--- src/rtl/mul_fu_scheduler_if.sv ---
// Bundle between the multiply RS slots, the iterative multiply FU and the CDB arbiter.
// Latency: none (wires only).
// Backpressure: carried by fu_ready / fu_yumi on the FU side and cdb_req / cdb_grant on the CDB side.
interface mul_fu_scheduler_if #(
    parameter int NUM_REQ = 4
);
    // Result packet the FU produces and the CDB broadcasts unchanged
    typedef struct packed {
        logic [31:0] result;
        logic [3:0]  dest_ROB_entry;
    } CDB_packet_t;

    // Reservation-station side
    logic [NUM_REQ-1:0]        req_valid;
    logic [NUM_REQ-1:0][31:0]  req_a;
    logic [NUM_REQ-1:0][31:0]  req_b;
    logic [NUM_REQ-1:0][3:0]   req_rob;
    logic [NUM_REQ-1:0]        req_high;
    logic [NUM_REQ-1:0]        req_grant;
    logic                      flush;

    // FU side
    logic                      fu_valid_in;
    logic [31:0]               fu_a;
    logic [31:0]               fu_b;
    logic [3:0]                fu_rob;
    logic [3:0]                fu_aluop;
    logic                      fu_ready;
    logic                      fu_valid_out;
    CDB_packet_t               fu_out;
    logic                      fu_yumi;

    // CDB side
    logic                      cdb_req;
    logic                      cdb_grant;
    CDB_packet_t               cdb_packet;

    // Scheduler view
    modport master (
        input  req_valid, req_a, req_b, req_rob, req_high, flush,
        input  fu_ready, fu_valid_out, fu_out, cdb_grant,
        output req_grant, fu_valid_in, fu_a, fu_b, fu_rob, fu_aluop,
        output fu_yumi, cdb_req, cdb_packet
    );

    // Surrounding pipeline view (RS, FU, CDB arbiter)
    modport slave (
        output req_valid, req_a, req_b, req_rob, req_high, flush,
        output fu_ready, fu_valid_out, fu_out, cdb_grant,
        input  req_grant, fu_valid_in, fu_a, fu_b, fu_rob, fu_aluop,
        input  fu_yumi, cdb_req, cdb_packet
    );
endinterface

--- src/rtl/mul_fu_scheduler.sv ---
// Round-robin shares one iterative multiply FU among NUM_REQ RS slots and hands its result to the CDB.
// Latency: grant/issue is combinational in IDLE; result reaches CDB after FU compute + 1 cycle + CDB wait.
// Backpressure: one op in flight; RESULT holds cdb_req and a stable packet until cdb_grant or flush.
module mul_fu_scheduler #(
    parameter int NUM_REQ = 4
) (
    input  logic                clk,
    input  logic                reset,
    mul_fu_scheduler_if.master  bus
);
    localparam int PTR_W = (NUM_REQ > 1) ? $clog2(NUM_REQ) : 1;

    typedef enum logic [1:0] {
        IDLE   = 2'd0,
        BUSY   = 2'd1,
        RESULT = 2'd2,
        DRAIN  = 2'd3
    } state_t;

    state_t           r_state;
    state_t           w_state_nxt;
    logic [PTR_W-1:0] r_rr_ptr;
    logic [PTR_W-1:0] w_rr_ptr_nxt;
    logic [PTR_W-1:0] w_win;
    logic [PTR_W:0]   w_scan;
    logic             w_found;
    logic             w_issue;
    logic             w_yumi;
    logic             w_cdb_req;

    // Round-robin pick: first valid slot at or after r_rr_ptr, wrapping at NUM_REQ
    always_comb begin
        w_found = 1'b0;
        w_win   = '0;
        w_scan  = '0;
        for (int k = 0; k < NUM_REQ; k++) begin
            w_scan = {1'b0, r_rr_ptr} + (PTR_W+1)'(k);
            if (w_scan >= (PTR_W+1)'(NUM_REQ)) begin
                w_scan = w_scan - (PTR_W+1)'(NUM_REQ);
            end
            if (!w_found && bus.req_valid[w_scan[PTR_W-1:0]]) begin
                w_found = 1'b1;
                w_win   = w_scan[PTR_W-1:0];
            end
        end
    end

    // Next state, pointer advance and handshake strobes
    always_comb begin
        w_state_nxt  = r_state;
        w_rr_ptr_nxt = r_rr_ptr;
        w_issue      = 1'b0;
        w_yumi       = 1'b0;
        w_cdb_req    = 1'b0;
        case (r_state)
            IDLE: begin
                if (bus.fu_ready && w_found && !bus.flush) begin
                    w_issue      = 1'b1;
                    w_state_nxt  = BUSY;
                    w_rr_ptr_nxt = (w_win == PTR_W'(NUM_REQ - 1)) ? '0 : w_win + 1'b1;
                end
            end
            BUSY: begin
                // Flush beats a same-cycle result; DRAIN consumes it without broadcasting
                if (bus.flush) begin
                    w_state_nxt = DRAIN;
                end else if (bus.fu_valid_out) begin
                    w_state_nxt = RESULT;
                end
            end
            RESULT: begin
                w_cdb_req = !bus.flush;
                if (bus.flush || bus.cdb_grant) begin
                    w_yumi      = 1'b1;
                    w_state_nxt = IDLE;
                end
            end
            DRAIN: begin
                if (bus.fu_valid_out) begin
                    w_yumi      = 1'b1;
                    w_state_nxt = IDLE;
                end
            end
            default: w_state_nxt = IDLE;
        endcase
    end

    // State and round-robin pointer registers
    always_ff @(posedge clk) begin
        if (reset) begin
            r_state  <= IDLE;
            r_rr_ptr <= '0;
        end else begin
            r_state  <= w_state_nxt;
            r_rr_ptr <= w_rr_ptr_nxt;
        end
    end

    // Grant and FU operand mux; everything is forced low while reset is held
    always_comb begin
        bus.req_grant   = '0;
        bus.fu_valid_in = 1'b0;
        bus.fu_a        = '0;
        bus.fu_b        = '0;
        bus.fu_rob      = '0;
        bus.fu_aluop    = '0;
        if (w_issue && !reset) begin
            bus.req_grant[w_win] = 1'b1;
            bus.fu_valid_in      = 1'b1;
            bus.fu_a             = bus.req_a[w_win];
            bus.fu_b             = bus.req_b[w_win];
            bus.fu_rob           = bus.req_rob[w_win];
            bus.fu_aluop         = {3'b000, bus.req_high[w_win]};
        end
    end

    assign bus.fu_yumi    = w_yumi & ~reset;
    assign bus.cdb_req    = w_cdb_req & ~reset;
    // The FU holds its result until yumi, so the pass-through packet stays stable while waiting
    assign bus.cdb_packet = bus.fu_out;

endmodule

--- src/flat_wrapper.sv ---
// flat-port wrapper written by rule: the top's interface ports become plain ports
module mul_fu_scheduler_flat 
#(
    parameter int NUM_REQ = 4
)
  (clk, reset, bus_req_valid, bus_req_a, bus_req_b, bus_req_rob, bus_req_high, bus_flush, bus_fu_ready, bus_fu_valid_out, bus_fu_out, bus_cdb_grant, bus_req_grant, bus_fu_valid_in, bus_fu_a, bus_fu_b, bus_fu_rob, bus_fu_aluop, bus_fu_yumi, bus_cdb_req, bus_cdb_packet);
  mul_fu_scheduler_if #(.NUM_REQ(NUM_REQ)) bus_i ();
  input  logic clk;
  input  logic reset;
  input wire logic [$bits(bus_i.req_valid)-1:0] bus_req_valid;
  input wire logic [$bits(bus_i.req_a)-1:0] bus_req_a;
  input wire logic [$bits(bus_i.req_b)-1:0] bus_req_b;
  input wire logic [$bits(bus_i.req_rob)-1:0] bus_req_rob;
  input wire logic [$bits(bus_i.req_high)-1:0] bus_req_high;
  input wire logic [$bits(bus_i.flush)-1:0] bus_flush;
  input wire logic [$bits(bus_i.fu_ready)-1:0] bus_fu_ready;
  input wire logic [$bits(bus_i.fu_valid_out)-1:0] bus_fu_valid_out;
  input wire logic [$bits(bus_i.fu_out)-1:0] bus_fu_out;
  input wire logic [$bits(bus_i.cdb_grant)-1:0] bus_cdb_grant;
  output wire logic [$bits(bus_i.req_grant)-1:0] bus_req_grant;
  output wire logic [$bits(bus_i.fu_valid_in)-1:0] bus_fu_valid_in;
  output wire logic [$bits(bus_i.fu_a)-1:0] bus_fu_a;
  output wire logic [$bits(bus_i.fu_b)-1:0] bus_fu_b;
  output wire logic [$bits(bus_i.fu_rob)-1:0] bus_fu_rob;
  output wire logic [$bits(bus_i.fu_aluop)-1:0] bus_fu_aluop;
  output wire logic [$bits(bus_i.fu_yumi)-1:0] bus_fu_yumi;
  output wire logic [$bits(bus_i.cdb_req)-1:0] bus_cdb_req;
  output wire logic [$bits(bus_i.cdb_packet)-1:0] bus_cdb_packet;
  assign bus_i.req_valid = bus_req_valid;
  assign bus_i.req_a = bus_req_a;
  assign bus_i.req_b = bus_req_b;
  assign bus_i.req_rob = bus_req_rob;
  assign bus_i.req_high = bus_req_high;
  assign bus_i.flush = bus_flush;
  assign bus_i.fu_ready = bus_fu_ready;
  assign bus_i.fu_valid_out = bus_fu_valid_out;
  assign bus_i.fu_out = bus_fu_out;
  assign bus_i.cdb_grant = bus_cdb_grant;
  assign bus_req_grant = bus_i.req_grant;
  assign bus_fu_valid_in = bus_i.fu_valid_in;
  assign bus_fu_a = bus_i.fu_a;
  assign bus_fu_b = bus_i.fu_b;
  assign bus_fu_rob = bus_i.fu_rob;
  assign bus_fu_aluop = bus_i.fu_aluop;
  assign bus_fu_yumi = bus_i.fu_yumi;
  assign bus_cdb_req = bus_i.cdb_req;
  assign bus_cdb_packet = bus_i.cdb_packet;
  mul_fu_scheduler #(.NUM_REQ(NUM_REQ)) u_core (.clk(clk), .reset(reset), .bus(bus_i));
endmodule
--- config.mk ---
export PLATFORM = sky130hd
export DESIGN_NAME = mul_fu_scheduler_flat
export DESIGN_NICKNAME = d
export VERILOG_FILES = /design/src/rtl/mul_fu_scheduler_if.sv /design/src/rtl/mul_fu_scheduler.sv /design/src/flat_wrapper.sv
export SDC_FILE = /design/constraint.sdc
export NUM_CORES = 1
export LEC_CHECK = 0
export CAP_MARGIN = 30
export CORE_AREA = 8 8 164 166
export CTS_CLUSTER_SIZE = 20
export DETAILED_ROUTE_END_ITERATION = 10
export DIE_AREA = 0 0 172 174
export GPL_ROUTABILITY_DRIVEN = 0
export GPL_TIMING_DRIVEN = 1
export PLACE_DENSITY = 0.44
export SETUP_SLACK_MARGIN = 0.1
export SYNTH_ARGS = -nofsm -noshare
export SYNTH_HDL_FRONTEND = slang
export SYNTH_SLANG_ARGS = --single-unit
--- constraint.sdc ---
create_clock -name clk -period 6 [get_ports clk]
set_input_delay 1.8 -clock clk [delete_from_list [all_inputs] [get_ports clk]]
set_output_delay 1.8 -clock clk [all_outputs]
set_load 0.005 [all_outputs]
; Yosys cells after proc, flatten, opt, wreduce, memory -nomap -nowiden
; Index checks and enable logic that the tools add are counted.
[word_totals]
out_inout_bits = 115
memories = 0
romBits = 0
word_cells = 96
regBits = 4
latch_bits = 0
mem_bits_rw = 0
[op_classes]
n_lt_le_gt_ge = 10
n_mux = 49
reduce_logical = 16
div = 0
n_mul = 0
addsub = 8
n_eq_ne = 8
n_bitwise = 3
shifts = 0
[ops]
columns = cell, count
row1 = binary-select mux 32 bit (select 2 bit), 2
row2 = 2-to-1 mux 32 bit, 4
row3 = 2-to-1 mux 2 bit, 14
row4 = 2-to-1 mux 1 bit, 17
row5 = < comparator 2 x 3 -> 1 bit (second input constant), 5
row6 = 2-to-1 mux 4 bit, 3
row7 = binary-select mux 1 bit (select 2 bit), 5
row8 = >= comparator 3 bit (second input constant), 3
row9 = binary-select mux 4 bit (select 2 bit), 1
row10 = case mux 2 bit (4 select lines), 1
row11 = subtractor 2 x 1 -> 2 bit (second input constant), 4
row12 = logical AND 1 bit, 7
row13 = adder 2 x 2 -> 3 bit (second input constant), 2
row14 = == test 2 bit (second input constant), 3
row15 = logical NOT 1 bit, 5
row16 = inequality test 2 x 1 -> 1 bit (second input constant), 2
row17 = AND reduction 4 bit, 1
row18 = adder 2 x 1 -> 3 bit (second input constant), 1
row19 = >= comparator 2 x 3 -> 1 bit (second input constant), 1
row20 = inequality test 3 bit (second input constant), 1
row21 = adder 2 x 1 -> 2 bit (second input constant), 1
row22 = AND 1 bit, 2
row23 = demux 1 bit (select 2 bit), 1
row24 = == test 2 x 1 -> 1 bit (second input constant), 1
row25 = other kinds (7), 7

; Longest topological paths before layout
; Gate-level depths: netlist of run 1.
[depth]
depth_word = 20
ltp_mapped = 9
ltp_nobuf = 6

; Worst setup path before layout of run 1
; Ideal clock, no wire load.
[synth_path]
path_kind = input to output
from = input bus_flush
to = output bus_fu_b[24]
path_buffers = 3
path_stages = 8
setup_slack_ns = 0.925
arrival_ns = 3.275
path_cell_list = or4b_4 -> a31oi_4 -> and2b_1 -> buf_4 -> nand2_2 -> buf_6 -> buf_6 -> o22ai_1
[synth_via]
elab_chain_len = 6
[synth_lines]
columns = item, line_no
row1 = from (decl), flat_wrapper.sv:15  ; input wire logic [$bits(bus_i.flush)-1:0] bus_flush;
row2 = logical NOT 1 bit, mul_fu_scheduler.sv:57  ; if (bus.fu_ready && w_found && !bus.flush) begin
row3 = logical AND 1 bit, mul_fu_scheduler.sv:57
row4 = 2-to-1 mux 1 bit, mul_fu_scheduler.sv:57
row5 = 2-to-1 mux 1 bit, mul_fu_scheduler.sv:55  ; case (r_state)
row6 = logical AND 1 bit, mul_fu_scheduler.sv:107  ; if (w_issue && !reset) begin
row7 = 2-to-1 mux 32 bit, mul_fu_scheduler.sv:107
row8 = to (decl), flat_wrapper.sv:23  ; output wire logic [$bits(bus_i.fu_b)-1:0] bus_fu_b;
; Every way passes these cells.

; Final worst setup path of run 1
[layout_path]
from = input bus_fu_ready
to = output bus_req_grant[0]
[layout_via]
elab_chain_len = 6
[layout_lines]
columns = item, line_no
row1 = from (decl), flat_wrapper.sv:16  ; input wire logic [$bits(bus_i.fu_ready)-1:0] bus_fu_ready;
row2 = logical AND 1 bit (2 in a row), mul_fu_scheduler.sv:57
row3 = 2-to-1 mux 1 bit, mul_fu_scheduler.sv:57
row4 = 2-to-1 mux 1 bit, mul_fu_scheduler.sv:55
row5 = logical AND 1 bit, mul_fu_scheduler.sv:107
row6 = 2-to-1 mux 4 bit, mul_fu_scheduler.sv:107
row7 = to (decl), flat_wrapper.sv:20  ; output wire logic [$bits(bus_i.req_grant)-1:0] bus_req_grant;
; Every way passes these cells.

==> flow_summary.yaml, run 1 <==
power:
  internal_power_mw: 0.429
  power.share.combinational_pct: 78.1
  net_sw_share_pct: 30.2
  power.switching_mw: 0.186
  total_power_mw: 0.615
  max-vdd-ir-drop_uv: 51.0
  p_clk_share_pct: 16.9
  power.density_nw_per_um2: 91.2
  share_seq_of_total_power_pct: 5.1
  power.static_leakage_nw: 3.04
clocking:
  ctsHtreeMaxLevel: 1
  clk_pin_slew_ns: 0.03
  cts_root_buffer: "clkbuf_16"
  cts.path.max_buffers: 2
  clkLatencyLatePin_ns: 0.22
  cts_tree: "built"
  clock_sinks: 4
  number_of_buffers_added_by_the_clock_tree_synthesis_step: 3
  cts.hold.buffers_added: 0
cells_and_area:
  insertedDiodeCount: 0
  fillerInstances: 2699
  layout.nets: 982
  post_route_cells_drive_above_1_share_pct: 7.19
  most-common-layout-cells: "clkdlybuf4s50_1 (292), mux2i_1 (137), o22ai_1 (66)"
  multi_input_comb_area_um2: 2150
  area_delta_synth_final_pct: 155
  sequential_cell_area_in_the_final_layout_um2: 80.1
  layout_commonest_cell: "clkdlybuf4s50_1"
synth:
  area_contributors_post_synth: "mux2i_1 (53%), o22ai_1 (17%), buf_4 (11%)"
  yosysUniqueCellTypes: 26
  syn_avg_cell_area_um2: 8.10
  synth_sequential_area_ratio_pct: 3.02
  yosys.area.top_type_share_pct: 52.6
  synth_area_leader_cell: "mux2i_1"
  netlist_instances: 327
  post_synth_design_cell_area_um2: 2650
  ys_seq_elements: 4
  synth.yosys.warnings: 0
floorplan:
  die_area_um2: 29900
  floorplan.initialDensity_pct: 10.8
  chip_height_um: 174
  io_pins: 437
  die_width_um: 172
  core-area_um2: 24500
  placementRows: 58
global_route:
  grt_pass1_vias: 4318
  global_route.usage.total_pct: 10.5
  grt.overflow.total: 0
  antenna_violations_before_repair: 0
  grt_max_degree: 43
  grt_pass1_wl_mm: 24.9
min_path:
  hold_class: "flop to flop"
timing:
  hold_violations: 0
  layout_worst_path_cycle_share_pct: 96.4
  finalMaxSlewViolations: 0
  setup_viol: 0
  postLayoutSetupSlackWorst_ns: 0.216
  rsz_0062_raised_after_global_routing: "false"
  worst_clock_skew_ns: 0.00237
  maxClockFrequency_mhz: 173
  tns_ns: 0
  final_period_minus_worst_setup_slack_ns: 5.78
route:
  drt_pre_antenna_iters: 4
  remaining_drc_errors: 0
  postRouteAntennaNets: 0
  vias: 3865
  drt_total_wl_mm: 17.6
  drt_first_iter_violations: 80
  route.detailed.vias_per_inst: 3.93
  wire_per_inst_um: 17.9
setup_path:
  worst-endpoint-required_ns: 4.20
  crit_arrival_ns: 3.98
  timing.setup.critical_path_class: "primary input to output port"
  critPathLaunchType: "primary input"
  setup.worst_path.end_class: "output port"
  crit_path_max_fanout: 5
outcome:
  outcome: "complete, no violations"
placed_design:
  portBuffers: 361
  dp.final_hpwl_mm: 14.9
  pre_cts_ws_ns: -0.0575
job:
  maxCapViolCount: 0
worst max-delay path: stages:
cell and delay, ns:
clkdlybuf4s50_1 0.46, or4b_4 0.48, a31oi_4 0.15, and2b_2 0.21, buf_4 0.12, buf_4 0.11
and2_1 0.12, clkdlybuf4s50_1 0.53
path summary, 6_finish.rpt:
path                 startpoint            endpoint  slack, ns  depth (start not counted)
max                bus_fu_ready    bus_req_grant[0]       0.22                          8
min          u_core.r_rr_ptr[0]  u_core.r_rr_ptr[0]       0.55                          2
max reg2reg  u_core.r_rr_ptr[0]  u_core.r_rr_ptr[1]       4.37                          7
min reg2reg  u_core.r_rr_ptr[0]  u_core.r_rr_ptr[0]       0.55                          2
Yosys cell counts:
master    number
mux2i_1      139
o22ai_1       70
buf_4         40
clkbuf_1      14
buf_2         10
nor2_1         9
a21oi_1        5
and2_1         4
buf_6          4
dfxtp_1        4
ha_1           4
inv_1          4
nand2b_1       3
a211oi_1       2
buf_1          2
nand2_2        2
o21ai_0        2
a21o_1         1
a31oi_4        1
and2b_1        1
conb_1         1
inv_2          1
nor2b_1        1
nor3_1         1
o22a_1         1
or4b_4         1
state kept, by name (all words and copies together) (netlist names):
| signal | cells |
|---|---|
| u_core.r_rr_ptr | 2 |
| u_core.r_state | 2 |
power groups by stage:
stage,combinational (mW),clock (mW),sequential [mW]
after CTS,0.485,0.106,0.0310
final,0.480,0.104,0.0311
after floorplan,0.202,0,0.0306
after global placement,0.495,0,0.0315
after detailed placement,0.490,0,0.0314
after global routing,0.515,0.109,0.0314
layout make-up:
cell class | instances | area share [%]
repair buffers | 392 | 59.5
multi-input cells | 250 | 31.8
well taps | 330 | 6.12
flip-flops and latches | 4 | 1.19
clock buffers | 3 | 1.11
inverters | 5 | 0.278
per-stage QoR:
step                utilization (%)  hold slack (ns)  std cells  instance area (um^2)
floorplan                         -            0.494        329                  2660
global placement               26.9            0.540        979                  6600
detailed placement             26.9            0.546        979                  6600
CTS                            27.1            0.548        982                  6650
global route                   27.5            0.586        984                  6750
finish                         27.5            0.546        984                  6750
cells by family after synthesis:
kind of cell	count (synthesis)	synth area share [%]
other	1	0.142
and+or+nand+nor	22	4.63
DFF	4	3.02
muxes	139	52.6
adders and majority gates	4	1.89
AOI/OAI and AO/OA	82	19.8
buffers and inverters	75	17.9
routing by layer:
layer | vias to the layer above | GRT usage, % | wire length [um]
met5 | - | 0 | 0
met4 | 0 | 2.23 | 305
met3 | 20 | 4.47 | 2190
met2 | 250 | 18.8 | 8870
met1 | 1727 | 11.1 | 6270
li1 | 1868 | - | -
timing repair:
| item | CTS | global route |
|---|---|---|
| pin swaps | 0 | 0 |
| gates resized for setup | 53 | 24 |
| buffers inserted | 0 | 1 |
| gates cloned | 0 | 1 |
| endpoints found under the setup margin | 69 | 22 |
Note: power is estimated with default switching activity, not from simulation.
==> inputs of run 2 (changes only) <==
--- a/config.mk
+++ b/config.mk
@@ -5,6 +5,7 @@
 export SDC_FILE = /design/constraint.sdc
 export NUM_CORES = 1
 export LEC_CHECK = 0
+export ABC_CLOCK_PERIOD_IN_PS = 6000
 export CAP_MARGIN = 30
 export CORE_AREA = 8 8 164 166
 export CTS_CLUSTER_SIZE = 20
==> results of run 2 <==
Final layout, timing and power as in run 1 (identical DEF).
